--- config.mk ---
export PLATFORM = sky130hd
export DESIGN_NAME = bcd_counter_scan_flat
export DESIGN_NICKNAME = d
export VERILOG_FILES = /design/src/rtl/bcd_counter_pkg.sv /design/src/rtl/bcd_counter_scan_if.sv /design/src/rtl/bcd_digit.sv /design/src/rtl/bcd_counter_scan.sv /design/src/flat_wrapper.sv
export SDC_FILE = /design/constraint.sdc
export NUM_CORES = 1
export LEC_CHECK = 0
export ABC_AREA = 0
export CORE_MARGIN = 5
export CORE_UTILIZATION = 50
export CTS_CLUSTER_SIZE = 20
export DETAILED_ROUTE_END_ITERATION = 8
export HOLD_SLACK_MARGIN = 0.06
export PLACE_DENSITY = 0.8
export SYNTH_ARGS = -nofsm -noshare
export SYNTH_HDL_FRONTEND = slang
export SYNTH_SLANG_ARGS = --single-unit
--- constraint.sdc ---
create_clock -name clk -period 2.3 [get_ports clk]
set_input_delay 0.46 -clock clk [delete_from_list [all_inputs] [get_ports clk]]
set_output_delay 0.46 -clock clk [all_outputs]
set_load 0.05 [all_outputs]
--- src/rtl/bcd_counter_pkg.sv ---
// bcd_counter_scan shared package: digit width, segment codes, helpers.
// Segment codes are gfedcba, active-low.
package bcd_counter_pkg;

  localparam int BCD_W = 4;

  localparam logic [6:0] SEG_0     = 7'h40;
  localparam logic [6:0] SEG_1     = 7'h79;
  localparam logic [6:0] SEG_2     = 7'h24;
  localparam logic [6:0] SEG_3     = 7'h30;
  localparam logic [6:0] SEG_4     = 7'h19;
  localparam logic [6:0] SEG_5     = 7'h12;
  localparam logic [6:0] SEG_6     = 7'h02;
  localparam logic [6:0] SEG_7     = 7'h78;
  localparam logic [6:0] SEG_8     = 7'h00;
  localparam logic [6:0] SEG_9     = 7'h10;
  localparam logic [6:0] SEG_BLANK = 7'h7F;

  function automatic int clog2(input int v);
    int r;
    r = 0;
    while ((1 << r) < v) r++;
    return r;
  endfunction

  function automatic logic [6:0] seg_enc(
    input logic [BCD_W-1:0] d
  );
    logic [6:0] s;
    case (d)
      4'd0:    s = SEG_0;
      4'd1:    s = SEG_1;
      4'd2:    s = SEG_2;
      4'd3:    s = SEG_3;
      4'd4:    s = SEG_4;
      4'd5:    s = SEG_5;
      4'd6:    s = SEG_6;
      4'd7:    s = SEG_7;
      4'd8:    s = SEG_8;
      4'd9:    s = SEG_9;
      default: s = SEG_BLANK;
    endcase
    return s;
  endfunction

endpackage

--- src/rtl/bcd_counter_scan_if.sv ---
// bcd_counter_scan control/display bundle.
// master = board controls side, slave = counter.
interface bcd_counter_scan_if #(
  parameter int NUM_DIGITS = 3
);
  import bcd_counter_pkg::*;

  logic                        en;
  logic                        up_dn;
  logic                        clr;
  logic                        load;
  logic [BCD_W*NUM_DIGITS-1:0] load_val;
  logic [BCD_W*NUM_DIGITS-1:0] count_bcd;
  logic                        tick;
  logic                        wrap;
  logic [6:0]                  seg;
  logic [NUM_DIGITS-1:0]       an;

  modport master (
    output en, up_dn, clr, load, load_val,
    input  count_bcd, tick, wrap, seg, an
  );

  modport slave (
    input  en, up_dn, clr, load, load_val,
    output count_bcd, tick, wrap, seg, an
  );

endinterface

--- src/rtl/bcd_digit.sv ---
// bcd_counter_scan single BCD cell with clamped load.
// o_step: this digit rolls over, so the next digit must step.
module bcd_digit
  import bcd_counter_pkg::*;
(
  input  logic             i_clk,
  input  logic             i_rst_n,
  input  logic             i_step,
  input  logic             i_up_dn,
  input  logic             i_load,
  input  logic             i_clr,
  input  logic [BCD_W-1:0] i_load_nib,
  output logic [BCD_W-1:0] o_val,
  output logic             o_step
);

  logic [BCD_W-1:0] r_val;
  logic [BCD_W-1:0] w_nib;
  logic             w_at_max;
  logic             w_at_min;

  assign w_nib    = (i_load_nib > 4'd9) ? 4'd9 : i_load_nib;
  assign w_at_max = (r_val == 4'd9);
  assign w_at_min = (r_val == 4'd0);
  assign o_step   = i_step &
                    (i_up_dn ? w_at_max : w_at_min);
  assign o_val    = r_val;

  // digit register: clear, then load, then step
  always_ff @(posedge i_clk or negedge i_rst_n) begin
    if (!i_rst_n) begin
      r_val <= '0;
    end else begin
      priority case (1'b1)
        i_clr:  r_val <= '0;
        i_load: r_val <= w_nib;
        i_step: begin
          if (i_up_dn)
            r_val <= w_at_max ? 4'd0 : r_val + 4'd1;
          else
            r_val <= w_at_min ? 4'd9 : r_val - 4'd1;
        end
        default: r_val <= r_val;
      endcase
    end
  end

endmodule

--- src/rtl/bcd_counter_scan.sv ---
// bcd_counter_scan: N-digit BCD up/down counter, muxed 7-seg.
// Optional LEADING_ZERO_BLANK_EN blanks leading zero digits.
module bcd_counter_scan
  import bcd_counter_pkg::*;
#(
  parameter int NUM_DIGITS = 3,
  parameter int CLK_FREQ   = 50_000_000,
  parameter int TICK_HZ    = 4,
  parameter int SCAN_BITS  = 20
) (
  input logic              clk,
  input logic              rst_n,
  bcd_counter_scan_if.slave bus
);

  localparam int MAX_TICK = CLK_FREQ / TICK_HZ;
  localparam int PW =
    (clog2(MAX_TICK) < 1) ? 1 : clog2(MAX_TICK);
  localparam int DSEL_W =
    (clog2(NUM_DIGITS) < 1) ? 1 : clog2(NUM_DIGITS);
  localparam int CW = BCD_W * NUM_DIGITS;
  localparam logic [PW-1:0] TICK_LAST = PW'(MAX_TICK - 1);

  logic [PW-1:0]         r_presc;
  logic                  r_tick;
  logic                  r_wrap;
  logic [SCAN_BITS-1:0]  r_scan;
  logic [DSEL_W-1:0]     w_sel;
  logic [NUM_DIGITS:0]   w_step;
  logic [CW-1:0]         w_count;
  logic [NUM_DIGITS-1:0] w_an;
  logic [6:0]            w_seg;
  logic                  w_last;

  assign w_last = (r_presc == TICK_LAST);

  // prescaler: tick follows the last prescaler count
  always_ff @(posedge clk or negedge rst_n) begin
    if (!rst_n) begin
      r_presc <= '0;
      r_tick  <= 1'b0;
    end else begin
      r_tick  <= w_last;
      r_presc <= w_last ? '0 : r_presc + 1'b1;
    end
  end

  assign w_step[0] = r_tick & bus.en;

  genvar g;
  generate
    for (g = 0; g < NUM_DIGITS; g++) begin : g_dig
      bcd_digit u_digit (
        .i_clk      (clk),
        .i_rst_n    (rst_n),
        .i_step     (w_step[g]),
        .i_up_dn    (bus.up_dn),
        .i_load     (bus.load),
        .i_clr      (bus.clr),
        .i_load_nib (bus.load_val[g*BCD_W +: BCD_W]),
        .o_val      (w_count[g*BCD_W +: BCD_W]),
        .o_step     (w_step[g+1])
      );
    end
  endgenerate

  // wrap: top digit rolled over on a real step
  always_ff @(posedge clk or negedge rst_n) begin
    if (!rst_n)
      r_wrap <= 1'b0;
    else
      r_wrap <= w_step[NUM_DIGITS] & ~bus.clr & ~bus.load;
  end

  // free-running scan counter
  always_ff @(posedge clk or negedge rst_n) begin
    if (!rst_n)
      r_scan <= '0;
    else
      r_scan <= r_scan + 1'b1;
  end

  assign w_sel = r_scan[SCAN_BITS-1 -: DSEL_W];

  // anode/segment mux for the selected digit
  always_comb begin
    logic [BCD_W-1:0] dig;
`ifdef LEADING_ZERO_BLANK_EN
    logic hz;
    hz = 1'b1;
`endif
    w_an  = '1;
    w_seg = SEG_BLANK;
    dig   = '0;
    for (int i = NUM_DIGITS - 1; i >= 0; i--) begin
      dig = w_count[i*BCD_W +: BCD_W];
`ifdef LEADING_ZERO_BLANK_EN
      hz = hz & (dig == 4'd0);
`endif
      if (int'(w_sel) == i) begin
        w_an[i] = 1'b0;
`ifdef LEADING_ZERO_BLANK_EN
        w_seg = (i > 0 && hz) ? SEG_BLANK : seg_enc(dig);
`else
        w_seg = seg_enc(dig);
`endif
      end
    end
  end

  assign bus.count_bcd = w_count;
  assign bus.tick      = r_tick;
  assign bus.wrap      = r_wrap;
  assign bus.an        = w_an;
  assign bus.seg       = w_seg;

endmodule

--- src/flat_wrapper.sv ---
// flat-port wrapper written by rule: the top's interface ports become plain ports
module bcd_counter_scan_flat import bcd_counter_pkg::*;
#(
  parameter int NUM_DIGITS = 3,
  parameter int CLK_FREQ   = 50_000_000,
  parameter int TICK_HZ    = 4,
  parameter int SCAN_BITS  = 20
)
  (clk, rst_n, bus_en, bus_up_dn, bus_clr, bus_load, bus_load_val, bus_count_bcd, bus_tick, bus_wrap, bus_seg, bus_an);
  bcd_counter_scan_if #(.NUM_DIGITS(NUM_DIGITS)) bus_i ();
  input logic clk;
  input logic rst_n;
  input wire logic [$bits(bus_i.en)-1:0] bus_en;
  input wire logic [$bits(bus_i.up_dn)-1:0] bus_up_dn;
  input wire logic [$bits(bus_i.clr)-1:0] bus_clr;
  input wire logic [$bits(bus_i.load)-1:0] bus_load;
  input wire logic [$bits(bus_i.load_val)-1:0] bus_load_val;
  output wire logic [$bits(bus_i.count_bcd)-1:0] bus_count_bcd;
  output wire logic [$bits(bus_i.tick)-1:0] bus_tick;
  output wire logic [$bits(bus_i.wrap)-1:0] bus_wrap;
  output wire logic [$bits(bus_i.seg)-1:0] bus_seg;
  output wire logic [$bits(bus_i.an)-1:0] bus_an;
  assign bus_i.en = bus_en;
  assign bus_i.up_dn = bus_up_dn;
  assign bus_i.clr = bus_clr;
  assign bus_i.load = bus_load;
  assign bus_i.load_val = bus_load_val;
  assign bus_count_bcd = bus_i.count_bcd;
  assign bus_tick = bus_i.tick;
  assign bus_wrap = bus_i.wrap;
  assign bus_seg = bus_i.seg;
  assign bus_an = bus_i.an;
  bcd_counter_scan #(.NUM_DIGITS(NUM_DIGITS), .CLK_FREQ(CLK_FREQ), .TICK_HZ(TICK_HZ), .SCAN_BITS(SCAN_BITS)) u_core (.clk(clk), .rst_n(rst_n), .bus(bus_i));
endmodule
== Word level (Yosys, flattened, before mapping) ==
Memories as Yosys holds them, arrays and structs flattened.
Index checks and enable logic that the tools add are counted.
Cells by class
  add/subtract/negate cells: 8
  order comparisons: 3
  equality and inequality tests: 6
  mux-type cells: 31
  bitwise operators: 8
  reduce and logical (&&, ||, !) cells: 7
Operators with widths (count)
  2-to-1 mux 4 bit: 21
  adder 24 x 1 -> 24 bit, second input constant: 1
  == test 24 bit, second input constant: 1
  2-to-1 mux 24 bit: 1
  2-to-1 mux 7 bit: 3
  adder 20 x 1 -> 20 bit, second input constant: 1
  adder 4 x 1 -> 4 bit, second input constant: 3
  == test 4 bit, second input constant: 3
  > comparator 4 bit, second input constant: 3
  logical NOT 4 bit: 3
  subtractor 4 x 1 -> 4 bit, second input constant: 3
  nonzero test 3 bit: 3
  bitwise AND 1 bit: 6
  2-to-1 mux 1 bit: 6
  == test 2 bit, second input constant: 2
  logical NOT 2 bit: 1
  inverter 1 bit: 2
Storage, ports and cells
  register bits after elaboration: 58
  memory bits (read-only): 336
  bits of input ports: 18
  output and inout bits: 24
  logic and storage cells: 73
  memories: 3
Memory list
  (no name shown): words 16, bits a word 7, rd ports 1, clocked after Yosys merged registers in 0, wr ports 0, RTL line bcd_counter_pkg.sv:30  | case (d)
  (no name shown): words 16, bits a word 7, rd ports 1, clocked after Yosys merged registers in 0, wr ports 0, RTL line bcd_counter_pkg.sv:30
  (no name shown): words 16, bits a word 7, rd ports 1, clocked after Yosys merged registers in 0, wr ports 0, RTL line bcd_counter_pkg.sv:30

== Depth between registers and ports, before layout ==
  word-level depth: 7
  mapped depth: 8

== Hierarchy ==
Synthesis repeated with hierarchy kept, for this count alone.
Unflattened totals
  cells, all modules: 440
  area total of the unflattened synthesis: 3937.5 um^2
Modules (own cells, without submodules)
  bcd_counter_scan: times used 1, cells each 299, area an instance 2758.9 um^2
  bcd_digit: times used 3, cells each 47, area an instance 392.9 um^2

== Worst setup path after synthesis ==
Ideal clock, no wire load.
  kind: flip-flop to output port
  start: reg u_core.g_dig[0].u_digit.r_val[2]
  end: out bus_seg[2]
  arrival: 2556 ps
  slack: -716 ps
  stages on the path, launching flop included: 6
  cell sequence: dfrtp_1 > clkbuf_1 > nor2_1 > a211oi_1 > a21oi_1 > o21ai_0
On the way
  longest elaborated chain between the ends: 2
Ends and longest elaborated chain
  from (decl): RTL line bcd_digit.sv:17  | logic [BCD_W-1:0] r_val;
  from (signal assigned): RTL line bcd_digit.sv:36  | i_load: r_val <= w_nib;
  from (signal assigned): RTL line bcd_digit.sv:39  | r_val <= w_at_max ? 4'd0 : r_val + 4'd1;
  from (signal assigned): RTL line bcd_digit.sv:41  | r_val <= w_at_min ? 4'd9 : r_val - 4'd1;
  memory read (16 x 7 bit)
  2-to-1 mux 7 bit: RTL line bcd_counter_scan.sv:100  | if (int'(w_sel) == i) begin
  to (decl): RTL line flat_wrapper.sv:21  | output wire logic [$bits(bus_i.seg)-1:0] bus_seg;
Every way passes these cells.

== Worst setup path after layout ==
  start: reg u_core.g_dig[2].u_digit.r_val[0]
  end: out bus_seg[4]
On the way
  longest elaborated chain between the ends: 4
Ends and longest elaborated chain (RTL line)
  from (decl): bcd_digit.sv:17
  from (signal assigned): bcd_digit.sv:36
  from (signal assigned): bcd_digit.sv:39
  from (signal assigned): bcd_digit.sv:41
  memory read (16 x 7 bit)
  2-to-1 mux 7 bit (3 in a row): bcd_counter_scan.sv:100
Every way passes these cells.

==> run summary <==
Walking the worst path, the cells encountered are inv_2 -> ha_2 -> ha_1 -> mux2_4 -> a21oi_2 -> o22a_2 -> buf_12. Data on the critical path arrives at its endpoint at 1.90 ns. The setup slack after layout is -0.06021 ns. Routability-driven placement finished with a final weighted congestion of 0.9349. The minimum period implied by the final worst setup slack works out to 2.360 ns. The endpoint kind of the worst setup timing path is an output port. The logs give 3796 sq um for the combined area of all synthesized cells and 31 for the number of rows in the core area.

The number of diodes was 0; the global route total overflow was 0. The slowest cell on the critical path is sky130_fd_sc_hd__dfrtp_2. Count of boundary I/O pins: 42. Dividing the detail-routed via count by the number of cells gives 5.787.

For the area enclosed by the die boundary, the log shows 9435 sq um. After synthesis, the netlist uses 51 different library cells. The number of maximum-capacitance constraint violations is 0.

The DRC violations left is 0, and the starting DRC count in detailed routing is 147. The run gives 0.3999 mV as the peak supply drop. The root buffer cell chosen for the clock tree is sky130_fd_sc_hd__clkbuf_8. Global routing used 20.13% of the available tracks across all layers. At the pin with the least slew margin, the transition time is 0.6292 ns. The part of the cycle the worst path needs was 102.6%. The number of enable flip-flop cells after synthesis works out to 0. The number of max-slew violations in the final report was 0; the overall power consumption was 2595 uW. After detailed routing, the average wire length per cell comes to 15.72 um.

The floorplan step defined a core boundary enclosing 7331 sq um. The count of yosys warnings during synthesis is 0. Counting every net in the synthesized netlist gives 471. The required arrival time at the worst endpoint is 1.84 ns.

For the final database, setup skew stands at 0.006649 ns. The share of flip-flops with an asynchronous set or reset is 100.0%. The run gives 3530 as the routed via count. Measured against its own limit, the worst slew margin works out to 57.70%.

The critical path is of the register to output port type. The path class of the tightest hold or removal check is primary input to asynchronous set/reset pin. The flow ran to the end, but the final reports show violations. The run gives 568 as the filler cell count in the final layout. The die boundary height works out to 97.14 um. Compared with the post-synthesis result, the final layout area differs by 31.02%.

Summed over all nets, the half-perimeter wirelength after detailed placement is 6743 um. For this configuration, the core starts out at a cell density of 51.78%. A synthesized cell averages 8.747 sq um. The minimum hold slack is 0.08527 ns, and the leakage power figure is 0.002153 uW. In this run, CTS created clock tree buffers numbering 9.

The via count of the first global-routing pass was 3405. The run gives 580 as the total instance count after detailed placement. For this design the ratio of total power to cell area is 521.8 nW/um^2. In this run the deepest clock path goes through 2 buffers. The run gives 5 as the final setup violation count. Horizontal die dimension: 97.14 um. Counting every sink on the clock net gives 58. The predominant post-synthesis flop cell is sky130_fd_sc_hd__dfrtp_1.

The maximum number of pins on one net before global-route repair is 25. The leading cell type in the layout, fill and taps excluded is sky130_fd_sc_hd__dfrtp_1. Input and output buffers added on the ports amount to 41. Along the worst path, the maximum fanout reaches 5.

Excluding fillers, the count of instances in the completed layout stands at 610. TritonCTS built the clock tree. Synthesis produced a netlist whose cell count is 434. The post-CTS clock slew at the launch and capture registers of the worst setup and hold paths came out at 0.06 ns.

The top cell types in the final layout, fill and taps aside, are sky130_fd_sc_hd__dfrtp_1, sky130_fd_sc_hd__buf_4, sky130_fd_sc_hd__nor2_1, sky130_fd_sc_hd__nand3_1. The largest single stage delay on the critical path is 0.43 ns. The first-pass GRT wire length was 15930 um; the number of hold violations in the final report was 0. The finished cells cover 4974 sq um. For this run, the top clock speed supported by timing is 423.7 MHz. At the later pin of the worst-skew pair, clock insertion delay measures 0.34 ns. For the footprint of the multi-input gates, the log shows 2399 sq um. At the placement stage, the worst setup path has a slack of -0.06494 ns. After detailed placement, the total cell area comes to 4533 sq um.

Setup repair after global routing could not meet its margin everywhere. Of the synthesized area, sequential elements account for 38.23%. STA classifies the critical path startpoint as a register. Registers take 1465 sq um.

The share of final-layout standard cells stronger than drive strength 1 is 25.44%, and the final layout net count is 543. The first detailed-routing pass took 4 iterations. The run gives 0 as the number of antenna violations at the first check in global routing.

The logs give 3 for the number of H-tree levels and 9592 um for the wire length after detailed routing. For the number of nets still failing antenna checks after routing, the log shows 0. The final reports fail on setup timing. Buffers inserted to repair hold after CTS numbered 0.

Synthesis inferred 58 register bits.
layer usage:
layer / routed length [um] / GRT usage, % / vias to the layer above
met4: 138 / 7.991 / 0
met1: 4118 / 25.96 / 1718
li1: - / - / 1691
met5: 0 / 0 / -
met2: 4899 / 33.70 / 108
met3: 435 / 3.230 / 13
cells by family after synthesis:
logic type | Yosys count | synth area share [%]
compound gates | 104 | 17.70
xor+xnor | 46 | 10.61
fa+ha+maj | 19 | 6.262
buf+inv | 40 | 4.219
flops | 58 | 38.23
mux | 3 | 0.8569
simple gates | 164 | 22.12
final cells by class:
cell class,count,share of cell area (%)
Clock inverter,3,0.3019
Inverter,20,1.610
Multi-Input combinational cell,336,48.23
Tap cell,99,2.491
Sequential cell,58,29.46
Clock buffer,13,2.994
Timing Repair Buffer,81,14.92
final timing paths:
| kind | start | to | slack, ns | cells after the start |
|---|---|---|---|---|
| max | u_core.g_dig[2].u_digit.o_val[0] | bus_seg[4] | -0.06 | 7 |
| min | rst_n | u_core.r_presc[17] | 0.09 | 1 |
| min in group clk | u_core.r_scan[17] | u_core.r_scan[17] | 0.47 | 1 |
| max reg2reg | u_core.g_dig[0].u_digit.o_val[1] | u_core.g_dig[1].u_digit.o_val[2] | 0.11 | 8 |
| max in group asynchronous | rst_n | u_core.g_dig[2].u_digit.o_val[1] | 1.49 | 2 |
| min reg2reg | u_core.r_scan[17] | u_core.r_scan[17] | 0.47 | 1 |
power by group:
| group | switching [uW] | leakage (uW) | internal, uW |
|---|---|---|---|
| Sequential | 26.2 | 0.000758 | 1040 |
| Combinational | 415 | 0.00131 | 317 |
| Clock | 382 | 0.0000872 | 415 |
Yosys cell counts (3+ instances only):
library cell / count / area share [%]
sky130_fd_sc_hd__o21a_1: 3 / 0.59
sky130_fd_sc_hd__o31ai_1: 3 / 0.59
sky130_fd_sc_hd__nand3_1: 29 / 3.8
sky130_fd_sc_hd__nor2b_1: 5 / 0.82
sky130_fd_sc_hd__a31oi_1: 10 / 1.6
sky130_fd_sc_hd__nand2b_1: 7 / 1.2
sky130_fd_sc_hd__and3_1: 10 / 1.6
sky130_fd_sc_hd__or3b_2: 3 / 0.69
sky130_fd_sc_hd__xor2_1: 27 / 6.2
sky130_fd_sc_hd__inv_1: 20 / 2.0
sky130_fd_sc_hd__nor2_1: 44 / 4.4
sky130_fd_sc_hd__dfrtp_1: 58 / 38
sky130_fd_sc_hd__a221oi_1: 5 / 1.2
sky130_fd_sc_hd__xnor2_1: 19 / 4.4
sky130_fd_sc_hd__o21bai_1: 3 / 0.59
sky130_fd_sc_hd__a21oi_1: 34 / 4.5
sky130_fd_sc_hd__nand4_1: 8 / 1.3
sky130_fd_sc_hd__a311oi_1: 4 / 0.92
sky130_fd_sc_hd__a211oi_1: 4 / 0.79
sky130_fd_sc_hd__o221ai_1: 4 / 0.92
sky130_fd_sc_hd__o21ai_0: 19 / 2.5
sky130_fd_sc_hd__nor3_1: 11 / 1.5
sky130_fd_sc_hd__nand2_1: 28 / 2.8
sky130_fd_sc_hd__and4_1: 5 / 1.2
sky130_fd_sc_hd__ha_1: 19 / 6.3
sky130_fd_sc_hd__or2_2: 3 / 0.49
sky130_fd_sc_hd__clkbuf_1: 15 / 1.5
registers in the layout, indices dropped and copies added (netlist names):
signal                      flops
u_core.r_presc                 24
u_core.g_dig.u_digit.o_val     12
u_core.bus.wrap                 1
u_core.r_scan                  20
u_core.bus.tick                 1
critical path: cells and delay by family, from the launching register on:
kind | cells | cell delay (ns)
buffers and inverters | 2 | 0.22
muxes | 1 | 0.27
AOI/OAI and AO/OA | 2 | 0.27
adders and majority gates | 2 | 0.38
DFF | 1 | 0.43
stage by stage:
stage	setup TNS, ns	utilization, %
3_3_place_gp	-0.06677	61.84
3_5_place_dp	-0.1745	61.84
6_report	-0.1949	67.84
2_1_floorplan	-0.03027	-
5_1_grt	-0.6797	67.84
4_1_cts	-0.2200	66.55
repair_timing:
action	in CTS	in global routing
setup buffers	8	6
endpoints found under the setup margin	7	8
cloned	0	0
resized for setup	34	21
pin swaps	9	6
Note: power is estimated with default switching activity, not from simulation.
